<file path="config.mk">
export PLATFORM = sky130hd
export DESIGN_NAME = cnt_fnd_driver
export DESIGN_NICKNAME = d
export VERILOG_FILES = /design/src/rtl/cnt_fnd_pkg.sv /design/src/rtl/bin2bcd_seq.sv /design/src/rtl/cnt_fnd_driver.sv
export SDC_FILE = /design/constraint.sdc
export NUM_CORES = 1
export LEC_CHECK = 0
export CAP_MARGIN = 25
export CORE_UTILIZATION = 60
export CTS_BUF_LIST = sky130_fd_sc_hd__clkbuf_8
export DETAILED_ROUTE_END_ITERATION = 12
export GPL_TIMING_DRIVEN = 0
export PLACE_DENSITY = 0.82
export REMOVE_ABC_BUFFERS = 1
export SYNTH_ARGS = -nofsm -noshare
export SYNTH_HDL_FRONTEND = slang
export SYNTH_HIERARCHICAL = 1
export SYNTH_SLANG_ARGS = --single-unit
</file>
<file path="constraint.sdc">
create_clock -name clk -period 3.25 [get_ports clk]
set_input_delay 0.325 -clock clk [delete_from_list [all_inputs] [get_ports clk]]
set_output_delay 0.325 -clock clk [all_outputs]
set_load 0.02 [all_outputs]
</file>
<file path="src/rtl/cnt_fnd_pkg.sv">
// Shared definitions for the loop-count FND driver: converter states,
// segment patterns (active-low {g,f,e,d,c,b,a}) and digit enables.
package cnt_fnd_pkg;

  typedef enum logic [1:0] {
    IDLE = 2'd0,
    CONV = 2'd1,
    DONE = 2'd2
  } conv_state_t;

  localparam int BCD_W = 12;

  localparam logic [6:0] SEG_0     = 7'b1000000;
  localparam logic [6:0] SEG_1     = 7'b1111001;
  localparam logic [6:0] SEG_2     = 7'b0100100;
  localparam logic [6:0] SEG_3     = 7'b0110000;
  localparam logic [6:0] SEG_4     = 7'b0011001;
  localparam logic [6:0] SEG_5     = 7'b0010010;
  localparam logic [6:0] SEG_6     = 7'b0000010;
  localparam logic [6:0] SEG_7     = 7'b1111000;
  localparam logic [6:0] SEG_8     = 7'b0000000;
  localparam logic [6:0] SEG_9     = 7'b0010000;
  localparam logic [6:0] SEG_BLANK = 7'b1111111;

  localparam logic [2:0] AN_DIG0 = 3'b110;
  localparam logic [2:0] AN_DIG1 = 3'b101;
  localparam logic [2:0] AN_DIG2 = 3'b011;

  function automatic logic [6:0] seg_decode(input logic [3:0] nib);
    logic [6:0] pat;
    case (nib)
      4'd0:    pat = SEG_0;
      4'd1:    pat = SEG_1;
      4'd2:    pat = SEG_2;
      4'd3:    pat = SEG_3;
      4'd4:    pat = SEG_4;
      4'd5:    pat = SEG_5;
      4'd6:    pat = SEG_6;
      4'd7:    pat = SEG_7;
      4'd8:    pat = SEG_8;
      4'd9:    pat = SEG_9;
      default: pat = SEG_BLANK;
    endcase
    return pat;
  endfunction

endpackage

</file>
<file path="src/rtl/bin2bcd_seq.sv">
// Bit-serial shift-add-3 binary to 3-digit BCD converter. Starts a new
// conversion whenever the input differs from the last converted value.
module bin2bcd_seq
  import cnt_fnd_pkg::*;
#(
  parameter int CNT_W = 7
) (
  input  logic             clk,
  input  logic             rst,
  input  logic [CNT_W-1:0] bin,
  output logic [11:0]      bcd,
  output logic             busy
);

  localparam int IT_W = $clog2(CNT_W + 1);
  localparam int WK_W = BCD_W + CNT_W;
  localparam logic [IT_W-1:0] LAST_IT = IT_W'(CNT_W - 1);

  conv_state_t r_state;
  conv_state_t w_state_next;

  // Working register is {bcd accumulator, remaining binary bits}
  logic [WK_W-1:0]  r_work;
  logic [WK_W-1:0]  w_adj;
  logic [CNT_W-1:0] r_last;
  logic [CNT_W-1:0] r_lat;
  logic [IT_W-1:0]  r_iter;
  logic [11:0]      r_bcd;
  logic             r_busy;
  logic             w_capture;

  assign w_capture = (r_state == IDLE) && (bin != r_last);

  assign w_adj[CNT_W-1:0] = r_work[CNT_W-1:0];

  genvar gi;
  generate
    for (gi = 0; gi < 3; gi++) begin : g_adj
      always_comb begin
        w_adj[CNT_W+gi*4 +: 4] = r_work[CNT_W+gi*4 +: 4];
        if (r_work[CNT_W+gi*4 +: 4] >= 4'd5)
          w_adj[CNT_W+gi*4 +: 4] = r_work[CNT_W+gi*4 +: 4] + 4'd3;
      end
    end
  endgenerate

  always_ff @(posedge clk) begin
    if (rst) r_state <= IDLE;
    else     r_state <= w_state_next;
  end

  always_comb begin
    w_state_next = r_state;
    case (r_state)
      IDLE:    if (w_capture) w_state_next = CONV;
      CONV:    if (r_iter == LAST_IT) w_state_next = DONE;
      DONE:    w_state_next = IDLE;
      default: w_state_next = IDLE;
    endcase
  end

  always_ff @(posedge clk) begin
    if (rst) begin
      r_work <= '0;
      r_last <= '0;
      r_lat  <= '0;
      r_iter <= '0;
      r_bcd  <= '0;
      r_busy <= 1'b0;
    end else begin
      case (r_state)
        IDLE: begin
          if (w_capture) begin
            r_work <= {{BCD_W{1'b0}}, bin};
            r_lat  <= bin;
            r_iter <= '0;
            r_busy <= 1'b1;
          end
        end
        CONV: begin
          r_work <= w_adj << 1;
          r_iter <= r_iter + IT_W'(1);
        end
        DONE: begin
          r_bcd  <= r_work[WK_W-1:CNT_W];
          r_last <= r_lat;
          r_busy <= 1'b0;
        end
        default: ;
      endcase
    end
  end

  assign bcd  = r_bcd;
  assign busy = r_busy;

endmodule

</file>
<file path="src/rtl/cnt_fnd_driver.sv">
// Shows the loop count in decimal on a 3-digit common-anode FND: converter
// plus a time-multiplexed scanner with leading-zero blanking.
module cnt_fnd_driver
  import cnt_fnd_pkg::*;
#(
  parameter int CNT_W    = 7,
  parameter int SCAN_DIV = 100000
) (
  input  logic             clk,
  input  logic             rst,
  input  logic [CNT_W-1:0] cnt,
  output logic [6:0]       seg,
  output logic             dp,
  output logic [2:0]       an,
  output logic [11:0]      bcd,
  output logic             busy
);

  localparam int SC_W = (SCAN_DIV > 2) ? $clog2(SCAN_DIV) : 1;
  localparam logic [SC_W-1:0] SCAN_LAST = SC_W'(SCAN_DIV - 1);

  logic [11:0]     w_bcd;
  logic            w_busy;
  logic [SC_W-1:0] r_scan_cnt;
  logic [1:0]      r_digit;
  logic [2:0]      r_an;
  logic [6:0]      r_seg;
  logic            w_tick;
  logic [1:0]      w_digit_next;
  logic [3:0]      w_nib;
  logic [2:0]      w_an_next;
  logic            w_blank;
  logic [6:0]      w_seg_next;

  bin2bcd_seq #(
    .CNT_W(CNT_W)
  ) u_conv (
    .clk (clk),
    .rst (rst),
    .bin (cnt),
    .bcd (w_bcd),
    .busy(w_busy)
  );

  assign w_tick = (r_scan_cnt == SCAN_LAST);

  always_comb begin
    w_digit_next = r_digit;
    if (w_tick) w_digit_next = (r_digit == 2'd2) ? 2'd0 : r_digit + 2'd1;
  end

  // Decode for the digit that becomes active at this edge so seg and an
  // switch together.
  always_comb begin
    w_nib     = w_bcd[3:0];
    w_an_next = AN_DIG0;
    w_blank   = 1'b0;
    case (w_digit_next)
      2'd1: begin
        w_nib     = w_bcd[7:4];
        w_an_next = AN_DIG1;
        w_blank   = (w_bcd[11:8] == 4'd0) && (w_bcd[7:4] == 4'd0);
      end
      2'd2: begin
        w_nib     = w_bcd[11:8];
        w_an_next = AN_DIG2;
        w_blank   = (w_bcd[11:8] == 4'd0);
      end
      default: ;
    endcase
    w_seg_next = w_blank ? SEG_BLANK : seg_decode(w_nib);
  end

  always_ff @(posedge clk) begin
    if (rst) begin
      r_scan_cnt <= '0;
      r_digit    <= 2'd0;
      r_an       <= AN_DIG0;
      r_seg      <= SEG_0;
    end else begin
      r_scan_cnt <= w_tick ? '0 : r_scan_cnt + SC_W'(1);
      r_digit    <= w_digit_next;
      r_an       <= w_an_next;
      r_seg      <= w_seg_next;
    end
  end

  assign seg  = r_seg;
  assign an   = r_an;
  assign dp   = 1'b1;
  assign bcd  = w_bcd;
  assign busy = w_busy;

endmodule

</file>
* Word level (Yosys, flattened, before mapping)
Memories as Yosys holds them, arrays and structs flattened.
Index checks and enable logic that the tools add are counted.
** Storage, ports and cells
- Register bits after elaboration :: 80
- Memory bits (read-only) :: 112
- Output and inout bits :: 24
- Memories kept :: 1
** Memories
- (name not given) :: words 16, width 7, rd ports 1, clocked after Yosys merged registers in 0, write ports 0, RTL line cnt_fnd_pkg.sv:31 : case (nib)
** Operators by class
- Add/sub/neg operators :: 6
- Magnitude comparators :: 3
- Equal/unequal tests :: 10
- Multiplexer cells :: 18
- Reduce and logical (&&, ||, !) cells :: 13
** Operator list (count)
- case mux 19 bit (2 select lines) :: 1
- two-way mux 19 bit :: 1
- adder 17 x 1 -> 17 bit, second input constant :: 1
- == test 17 bit, second input constant :: 1
- >= comparator 4 x 3 -> 1 bit, second input constant :: 3
- case mux 3 bit (2 select lines) :: 2
- adder 4 x 2 -> 4 bit, second input constant :: 2
- logical NOT 4 bit :: 2
- two-way mux 2 bit :: 4
- two-way mux 4 bit :: 2
- case mux 4 bit (2 select lines) :: 1
- AND reduction 2 bit :: 4
- != test 7 bit :: 1
- == test 2 bit, second input constant :: 3
- two-way mux 3 bit :: 2
- two-way mux 6 bit :: 1
- == test 2 x 1 -> 1 bit, second input constant :: 2
- != test 2 x 1 -> 1 bit, second input constant :: 2
- case mux 1 bit (2 select lines) :: 2
- case mux 2 bit (2 select lines) :: 1
- nonzero test 2 bit :: 2
- OR reduction 2 bit :: 2
- adder 3 x 1 -> 3 bit, second input constant :: 1
- adder 3 x 2 -> 3 bit, second input constant :: 1
- other kinds (5) :: 6

* Depth between registers and ports, before layout
Gate-level depths: netlist (run 1).
An unclocked memory read counts as a cell.
- Word-level depth :: 7
- Gate-level depth with buffers :: 14

* Modules after synthesis
The synthesis (run 1) kept the hierarchy.
** By module, submodules not included
- bin2bcd_seq :: instances 1, cells an instance 265, area each 2331.0 sq um
- cnt_fnd_driver :: instances 1, cells an instance 160, area each 1458.9 sq um

* Worst setup path before layout (run 1)
OpenSTA, ideal clock, no wires.
- Path type :: register -> register
- Start :: reg r_scan_cnt[0]
- End :: reg r_seg[1] (netlist: seg[1])
- Data arrival time :: 2.743 ns
- Path slack :: 0.436 ns
- Cell stages (with the launch flop) :: 12
- Path buffers :: 1
- Clock period less this slack :: 2.814 ns
- Path through :: dfxtp_1 > ha_1 > and4_1 > nand4_1 > mux2i_1 > inv_1 > ha_1 > buf_2 > o21ai_0 > ha_1 > or3_1 > a21oi_1
** Between the ends
- Word-level cells in the longest chain between the ends :: 6
- Elaborated cells between the ends (all ways) :: 8
- Those cells by class :: 3 x eq/ne; 4 x mux; 1 x memory
** Ends and longest elaborated chain
- start: declaration :: RTL line cnt_fnd_driver.sv:24 : logic [SC_W-1:0] r_scan_cnt;
- start signal: assignment :: RTL line cnt_fnd_driver.sv:81 : r_scan_cnt <= w_tick ? '0 : r_scan_cnt + SC_W'(1);
- == test 17 bit (*) :: RTL line cnt_fnd_driver.sv:45 : assign w_tick = (r_scan_cnt == SCAN_LAST);
- two-way mux 2 bit (*) :: RTL line cnt_fnd_driver.sv:49 : if (w_tick) w_digit_next = (r_digit == 2'd2) ? 2'd0 : r_digit + 2'd1;
- net w_digit_next[1] :: RTL line cnt_fnd_driver.sv:29 : logic [1:0] w_digit_next;
- == test 2 bit or == test 2 x 1 -> 1 bit (tied branches) :: RTL line cnt_fnd_driver.sv:58 : case (w_digit_next)
- case mux 4 bit (2 select lines) :: RTL line cnt_fnd_driver.sv:58
- memory read (16 x 7 bit)
- two-way mux 6 bit (*) :: RTL line cnt_fnd_driver.sv:71 : w_seg_next = w_blank ? SEG_BLANK : seg_decode(w_nib);
- end signal: assignment :: RTL line cnt_fnd_driver.sv:84 : r_seg <= w_seg_next;
- end: declaration :: RTL line cnt_fnd_driver.sv:27 : logic [6:0] r_seg;
Mark *: on every way through the listed nets, which the timed path passes. The rest lies on a longest branch.
A chain may end at the register's enable or synchronous reset.

* Worst setup path in the final report (run 1)
- Start :: reg r_scan_cnt[0]
- End :: reg r_seg[5] (netlist: seg[5])
Same word-level chain as after synthesis.

==> impl_metrics.csv, run 1 <==
group,metric,value,unit
run_status,status,"finished, final reports clean",
synth,synth-seq-cells,80,
timing,tightest_slew,0.9558,ns
clocking,hold_buffers,0,
synth,synth_warnings,6,
timing,fmax,0.3166,GHz
detailed_routing,drc_errors,0,
layout,multi_input_area,0.002027,sq mm
setup_path,start_kind,"flop",
layout,nNetsFinal,474,
setup_path,crit_path_end_kind,"flop",
layout,final_common_cell,"dfxtp_1",
pwr,p_per_area,425.1,mW/mm^2
detailed_routing,antenna_left,0,
layout,syn_to_final_growth,15.02,%
die,die_h,81.48,microns
grt,antenna_found_initial,0,
layout,fillers,444,
timing,setup-tns-final,0,ns
die,start_util,63.26,%
timing,slew_headroom,36.15,%
flow_run,maxCapViolCount,0,
layout,final-seq-area,0.001602,sq mm
min_path,hold_path_class,"input port to flop",
synth,async_flop_share,0,%
timing,timing.final.crit_share,97.20,%
clocking,clock-sinks,80,
timing,finalSetupViolCount,0,
synth,postSynthCellCount,425,
pwr,ir_worst_vdd,0.4247,mV
clocking,clk_pin_slew_worst_paths,0.08,ns
synth,synth_edf_count,0,
pwr,pwr-share-comb,5.6,%
synth,syn_area,0.003790,sq mm
die,core,0.005991,sq mm
clocking,clkLatencyLatePin,0.35,ns
synth,synth_area_leaders,"dfxtp_1 (42%), nand2_1 (5.4%), ha_1 (5.3%), a21oi_1 (4.5%), nand2b_1 (2.8%)",
setup_path,critPathMaxFanout,13,
synth,post_synth.cell_area_avg,8.917,sq um
synth,synthFlopType,"dfxtp_1",
die,dieArea,0.006638,sq mm
timing,hold_viol_final,0,
die,rows,28,
detailed_routing,drt_wl_total,7.688,mm
detailed_routing,dr.pass1.iters,4,
pwr,intPower,1.419,mW
detailed_routing,avgRoutedWirePerCell,14.53,microns
synth,synth_top_area_cell,"dfxtp_1",
pwr,p_clk_share,39.7,%
synth,yosysUniqueCellTypes,58,
pwr,netSwitchingPower,434.1,uW
grt,grt_pass1_vias,2842,
setup_path,criticalPathCategory,"flop to flop",
layout,final_area,0.004359,sq mm
layout,antenna_cells,0,
clocking,htreeDepth,3,
synth,yosysTopAreaCellShare,42.26,%
layout,drive_above_1_share,10.13,%
setup_path,crit_required,3.46,ns
timing,min_period,3.159,ns
synth,yosysSeqAreaShare,42.26,%
die,die_x,81.48,microns
placed_design,dp_hpwl,5.210,mm
grt,grt_max_degree,45,
clocking,cts_max_path_buffers,2,
placed_design,portBuffers,31,
clocking,numCtsBuffers,9,
detailed_routing,via_per_inst,5.822,
grt,grt_pass1_wl,12.38,mm
setup_path,cp.arrival,3.37,ns
detailed_routing,route.vias.total,3080,
die,io_pins,33,
pwr,swShare,23.43,%
pwr,leakagePower,1.500,nW
timing,skew,0.01119,ns
timing,slew_viol_final,0,
grt,grt_use_total,24.20,%
pwr,seq_power_share,54.7,%
clocking,clockRootBuffer,"clkbuf_8",
placed_design,dpl_cell_area,0.004115,sq mm
placed_design,gp_congestion,0.8537,
grt,overflow,0,
clocking,cts_tree,"yes",
setup_path,reg2reg_setup_slack,0.09,ns
detailed_routing,first_iter_violations,148,
layout,mostFrequentLayoutCells,"dfxtp_1 (80), nand2_1 (55), a21oi_1 (34)",
[critical path, stage by stage, from the launching register on]
cell,delay (ns)
dfxtp_1,0.35
ha_1,0.21
and4_2,0.28
nand4_1,0.24
mux2i_2,0.33
inv_1,0.12
ha_4,0.35
nor2b_1,0.32
o221ai_1,0.26
a22oi_1,0.41
o22ai_1,0.14
[routing by layer]
layer	vias up	global-route usage (%)	wire length (microns)
met2	45	41.25	3855
met5	-	0	0
li1	1542	-	-
met1	1486	29.01	3518
met4	0	8.214	66
met3	7	6.889	247
[per-stage QoR]
step | hold slack, ns | power (mW) | cells | util (%) | setup WS, ns
2_1_floorplan | 0.3917 | 1.092 | 404 | - | 0.4837
3_3_place_gp | 0.4215 | 1.134 | 510 | 68.25 | -0.3036
4_1_cts | 0.4173 | 1.872 | 528 | 72.24 | 0.06688
5_1_grt | 0.4650 | 1.931 | 529 | 72.77 | -0.02973
6_report | 0.4338 | 1.853 | 529 | 72.77 | 0.09115
3_5_place_dp | 0.4386 | 1.139 | 512 | 68.69 | -0.01780
[flip-flops by register name (all words and copies together) (netlist names)]
signal and cells:
u_conv/r_work 19, r_scan_cnt 17, u_conv/bcd 12, seg 7, u_conv/r_last 7, u_conv/r_lat 7
an 3, u_conv/r_iter 3, r_digit 2, u_conv/r_state 2, u_conv/busy 1
[Yosys cell counts, types with 5 or more instances]
library cell   n
nor2b_1        6
clkbuf_1      10
dfxtp_1       80
xor2_1        12
nand4_1        6
inv_1         23
o21ai_0       19
or3_1         12
nand2_1       55
o22ai_1        6
nand2b_1      17
ha_1          16
a21oi_1       34
nor2_1        23
mux2_2         5
nand3_1        8
xnor2_1       11
buf_2          6
nor3b_1        6
[final cells by class]
type	instances	share of cell area, %
Inverter	23	1.980
Tap cell	75	2.153
Multi-Input combinational cell	301	46.50
Timing Repair Buffer	34	7.893
Clock inverter	6	1.579
Clock buffer	10	3.157
Sequential cell	80	36.74
[logic make-up after synthesis]
| group | after synthesis | synth area share (%) |
|---|---|---|
| XOR/XNOR | 23 | 5.315 |
| AO/OA/AOI/OAI | 100 | 18.55 |
| other | 1 | 0.09895 |
| flip-flops | 80 | 42.26 |
| multiplexers | 9 | 2.542 |
| adder cells (fa/ha/maj) | 16 | 5.282 |
| buffers and inverters | 44 | 5.051 |
| AND/OR/NAND/NOR | 152 | 20.90 |
[final timing paths]
path / endpoint / start / cells after the start
max: seg[5] / r_scan_cnt[0] / 10
min: r_digit[1] / rst / 2
max reg2reg: seg[5] / r_scan_cnt[0] / 10
min reg2reg: r_scan_cnt[0] / r_scan_cnt[0] / 1
[power groups by stage]
stage,sequential (mW),combinational [mW],clock (mW)
floorplan,1.03,0.0581,0
global placement,1.03,0.0989,0
detailed placement,1.04,0.103,0
CTS,1.01,0.104,0.755
global route,1.02,0.115,0.800
finish,1.01,0.104,0.735
[repair_timing]
item,in CTS,in global routing
pin swaps,0,1
setup endpoints to repair,5,7
setup buffers,0,1
resized for setup,1,7
No activity file was read; power rests on OpenSTA's default activity.
==> inputs of run 2 (changes only) <==
Settings changed: CORE_ASPECT_RATIO set to 1.2, CORE_UTILIZATION 60 to 66, DONT_BUFFER_PORTS set to 1, SKIP_CTS_REPAIR_TIMING set to 1.
==> impl_metrics.csv, run 2 (synthesized netlist as in run 1, its figures left out) <==
group,metric,value,unit
run_status,status,"complete, but fails checks",
run_status,violations,"DRC",
die,dieArea,0.006051,sq mm
setup_path,path_buf_inv,1,
die,rows,29,
timing,slew_headroom,37.73,%
setup_path,reg2reg_from,"r_scan_cnt[0]",
min_path,min-delay-start,"rst",
setup_path,criticalPathCategory,"flop to flop",
layout,nNetsFinal,442,
layout,syn_to_final_growth,5.579,%
clocking,numCtsBuffers,9,
clocking,clock-sinks,80,
detailed_routing,antenna_left,0,
timing,hold_ws,0.04088,ns
layout,final_common_cell,"dfxtp_1",
die,io_pins,33,
flow_run,maxCapViolCount,0,
layout,largest_reg_flops,19,
detailed_routing,avgRoutedWirePerCell,14.87,microns
grt,grt_pass1_wl,11.89,mm
clocking,clkLatencyLatePin,0.34,ns
setup_path,critical_path.top_delay_family,"simple AND/OR/NAND/NOR gates",
pwr,intPower,1.372,mW
setup_path,cp.arrival,3.35,ns
die,start_util,70.10,%
grt,grt_pass1_vias,2664,
setup_path,r2r-end,"seg[4]",
layout,drive_above_1_share,10.19,%
grt,overflow,0,
grt,grt_max_degree,73,
detailed_routing,first_iter_violations,187,
pwr,p_clk_share,37.9,%
layout,antenna_cells,0,
timing,timing.final.crit_share,95.49,%
timing,hold_viol_final,0,
setup_path,critPathMaxFanout,7,
pwr,swShare,21.73,%
timing,fmax,0.3222,GHz
pwr,leakagePower,1.382,nW
die,die_x,71.18,microns
detailed_routing,drt_wl_total,7.195,mm
placed_design,gp_congestion,0.8531,
clocking,htreeDepth,3,
pwr,seq_power_share,57.9,%
setup_path,crit_required,3.50,ns
timing,skew,0.007238,ns
timing,tightest_slew,0.9322,ns
placed_design,portBuffers,0,
setup_path,start_kind,"flop",
clocking,cts_max_path_buffers,2,
grt,antenna_found_initial,0,
setup_path,reg2regPathDepth,10,
setup_path,crit_path_end_kind,"flop",
clocking,cts_tree,"yes",
layout,final_area,0.004001,sq mm
setup_path,cpPeakStageDelay,0.50,ns
timing,slew_viol_final,0,
pwr,pwr-share-comb,4.2,%
setup_path,cp_slowest_cell,"a221oi_1",
detailed_routing,via_per_inst,6.134,
detailed_routing,dr.pass1.iters,11,
layout,multi_input_area,0.002037,sq mm
setup_path,reg2reg_setup_slack,0.15,ns
layout,final-seq-area,0.001602,sq mm
pwr,ir_worst_vdd,0.3997,mV
pwr,finalPower,1.753,mW
placed_design,dp_hpwl,4.818,mm
layout,fillers,399,
layout,top_register,"u_conv/r_work",
placed_design,dpl_cell_area,0.003774,sq mm
clocking,clk_pin_slew_worst_paths,0.08,ns
setup_path,cp_cell_sequence,"ha_1 -> and4_2 -> nand4_1 -> mux2i_2 -> inv_1 -> ha_2 -> a221oi_1 -> nor2_1 -> mux2_2 -> a211oi_1",
pwr,p_per_area,438.0,mW/mm^2
detailed_routing,route.vias.total,2969,
min_path,min_path_cells,1,
die,core,0.005406,sq mm
detailed_routing,drc_errors,4,
pwr,netSwitchingPower,380.8,uW
min_path,hold_path_class,"input port to flop",
die,die_h,85.01,microns
clocking,clockRootBuffer,"clkbuf_8",
grt,grt_use_total,24.47,%
layout,mostFrequentLayoutCells,"dfxtp_1 (80), nand2_1 (55), a21oi_1 (34)",
timing,min_period,3.103,ns
timing,finalSetupViolCount,0,
min_path,min_to,"u_conv/bcd[0]",
## run 2: power groups by stage
stage	Clock [mW]	Combinational [mW]	Sequential [mW]
finish	0.665	0.0729	1.01
CTS	0.683	0.0733	1.01
global placement	0	0.0708	1.04
detailed placement	0	0.0726	1.04
global route	0.734	0.0805	1.02
floorplan	0	0.0581	1.03
## run 2: metrics by stage
stage / setup WS [ns] / std cells / setup TNS (ns) / util [%]
after floorplan: 0.4837 / 404 / 0 / -
after global placement: 0.09666 / 466 / 0 / 69.59
after detailed placement: 0.03956 / 467 / 0 / 69.80
after CTS: 0.01471 / 483 / 0 / 73.13
after global routing: -0.1308 / 484 / -0.2379 / 74.01
final: 0.1465 / 484 / 0 / 74.01
## run 2: how the worst max path moves through the flow
stage               slack, ns           from      to  cells past startpoint
floorplan                0.48  r_scan_cnt[0]  seg[1]                     10
global placement          0.1  r_scan_cnt[0]  seg[0]                     10
detailed placement       0.04  r_scan_cnt[0]  seg[0]                     10
CTS                      0.01  r_scan_cnt[0]  seg[0]                     10
global route            -0.13  r_scan_cnt[0]  seg[4]                     10
finish                   0.15  r_scan_cnt[0]  seg[4]                     10
## run 2: metal layers
| metal | share of wire [%] | global-route usage [%] |
|---|---|---|
| met1 | 44 | 28.21 |
| met3 | 3.9 | 7.126 |
| met2 | 52 | 43.12 |
| met4 | 0.92 | 8.000 |
| met5 | 0 | 0 |
## run 2: layout make-up
class | instances | area share, %
repair buffers | 2 | 0.4690
inverters | 23 | 2.158
flip-flops and latches | 80 | 40.03
multi-input cells | 301 | 50.91
clock buffers | 9 | 3.096
well taps | 62 | 1.939
clock inverters | 7 | 1.407
==> inputs of run 3 (changes only) <==
Settings changed: CORE_MARGIN set to 2.
==> impl_metrics.csv, run 3 (synthesized netlist as in run 1, its figures left out) <==
group,metric,value,unit
run_status,status,"finished, final reports clean",
grt,met2_usage,42.34,%
setup_path,critical_path.top_delay_family,"adder cells",
setup_path,path_buf_inv,2,
setup_path,crit_required,3.52,ns
timing,slew_headroom,36.22,%
setup_path,cp_cell_sequence,"ha_1 -> and4_1 -> nand4_1 -> buf_4 -> mux2i_2 -> inv_1 -> ha_1 -> a22oi_1 -> o21ai_1 -> ha_1 -> or3_1 -> a21oi_1",
min_path,hold_path_class,"input port to flop",
layout,drive_above_1_share,9.762,%
grt,grt_use_total,24.82,%
setup_path,cp_slowest_cell,"or3_1",
grt,overflow,0,
setup_path,crit_path_end_kind,"flop",
clocking,numCtsBuffers,9,
clocking,clk_pin_slew_worst_paths,0.08,ns
grt,grt_pass1_vias,2797,
timing,finalSetupViolCount,0,
layout,syn_to_final_growth,5.877,%
pwr,finalPower,1.863,mW
pwr,ir_worst_vdd,0.3791,mV
placed_design,portBuffers,0,
layout,mostFrequentLayoutCells,"dfxtp_1 (80), nand2_1 (55), a21oi_1 (34)",
layout,antenna_cells,0,
clocking,clkLatencyLatePin,0.35,ns
clocking,cts_tree,"yes",
clocking,htreeDepth,3,
setup_path,cp.arrival,3.40,ns
timing,setup_slack,0.1231,ns
setup_path,cpPeakStageDelay,0.37,ns
setup_path,cp_common_cell,"ha_1",
timing,skew,0.01117,ns
timing,timing.final.crit_share,96.21,%
grt,busiest_layer,"met2",
pwr,p_per_area,464.2,mW/mm^2
detailed_routing,route.vias.total,2943,
detailed_routing,avgRoutedWirePerCell,15.50,microns
setup_path,criticalPathCategory,"flop to flop",
grt,met1_usage,29.68,%
placed_design,gp_congestion,0.8537,
die,dieArea,0.006367,sq mm
setup_path,reg2reg_setup_slack,0.12,ns
die,start_util,67.76,%
placed_design,dp_hpwl,5.085,mm
clocking,clock-sinks,80,
timing,min_period,3.127,ns
die,rows,30,
grt,antenna_found_initial,0,
detailed_routing,antenna_left,0,
detailed_routing,first_iter_violations,108,
grt,grt_pass1_wl,12.41,mm
clocking,clockRootBuffer,"clkbuf_8",
setup_path,start_kind,"flop",
layout,largest_reg_flops,19,
timing,tightest_slew,0.9547,ns
grt,met3_usage,4.630,%
detailed_routing,drc_errors,0,
placed_design,post-place-ws,-0.1206,ns
die,io_pins,33,
timing,fmax,0.3198,GHz
die,die_h,87.01,microns
flow_run,maxCapViolCount,0,
die,core,0.005593,sq mm
detailed_routing,dr.pass1.iters,4,
timing,slew_viol_final,0,
timing,hold_viol_final,0,
grt,grt_max_degree,73,
setup_path,critPathMaxFanout,7,
layout,top_register,"u_conv/r_work",
clocking,cts_max_path_buffers,2,
pwr,leakagePower,1.382,nW
detailed_routing,via_per_inst,6.081,
layout,final_common_cell,"dfxtp_1",
detailed_routing,drt_wl_total,7.504,mm
die,die_x,73.18,microns
layout,nNetsFinal,442,
run 3: cell types whose count changed in the layout (fill, tap and decap cells not counted), sizes merged:
cell	before	now
clkbuf	9	10
clkinv	3	2
inv	26	23
bufinv	1	2
run 3: metal layers:
metal,vias to the layer above,wire (microns)
li1,1476,-
met2,67,3736
met3,13,272
met1,1387,3348
met5,-,0
met4,0,146
run 3: where the power goes:
part	internal, mW	switching [mW]
clock	0.442	0.331
combinational	0.0294	0.0444
sequential	1.00	0.0153
total	1.47	0.391
run 3: cell type report:
cell class	instances	area (sq um)
sequential	80	1602
clock inverter	4	70.07
clock buffer	10	137.6
tap	64	80.08
fill	414	1580
inverter	23	86.33
multi-input combinational	301	2018
timing repair buffer	2	18.77
run 3: per-stage QoR:
step / instances / TNS, ns / instance area (sq um) / hold slack (ns) / util [%]
after floorplan: 404 / 0 / 3685 / 0.3917 / -
after detailed placement: 469 / -0.5925 / 3776 / 0.4015 / 67.52
final: 484 / 0 / 4013 / 0.03540 / 71.75
after global routing: 484 / -0.0008249 / 4013 / 0.01960 / 71.75
after global placement: 468 / 0 / 3765 / 0.4002 / 67.32
after CTS: 483 / -0.7745 / 3984 / 0.02227 / 71.23
run 3: path summary, 6_finish.rpt:
path	startpoint	endpoint	depth (start not counted)
max reg2reg	r_scan_cnt[0]	seg[1]	12
min reg2reg	r_scan_cnt[0]	r_scan_cnt[0]	1
min	rst	u_conv/r_last[2]	1
max	r_scan_cnt[0]	seg[1]	12
run 3: worst register-to-register path, cell delays in order (launching register included):
cell     delay [ns]
dfxtp_1        0.35
ha_1           0.22
and4_1         0.30
nand4_1        0.11
buf_4          0.17
mux2i_2        0.25
inv_1          0.07
ha_1           0.30
a22oi_1        0.30
o21ai_1        0.16
ha_1           0.32
or3_1          0.37
a21oi_1        0.14
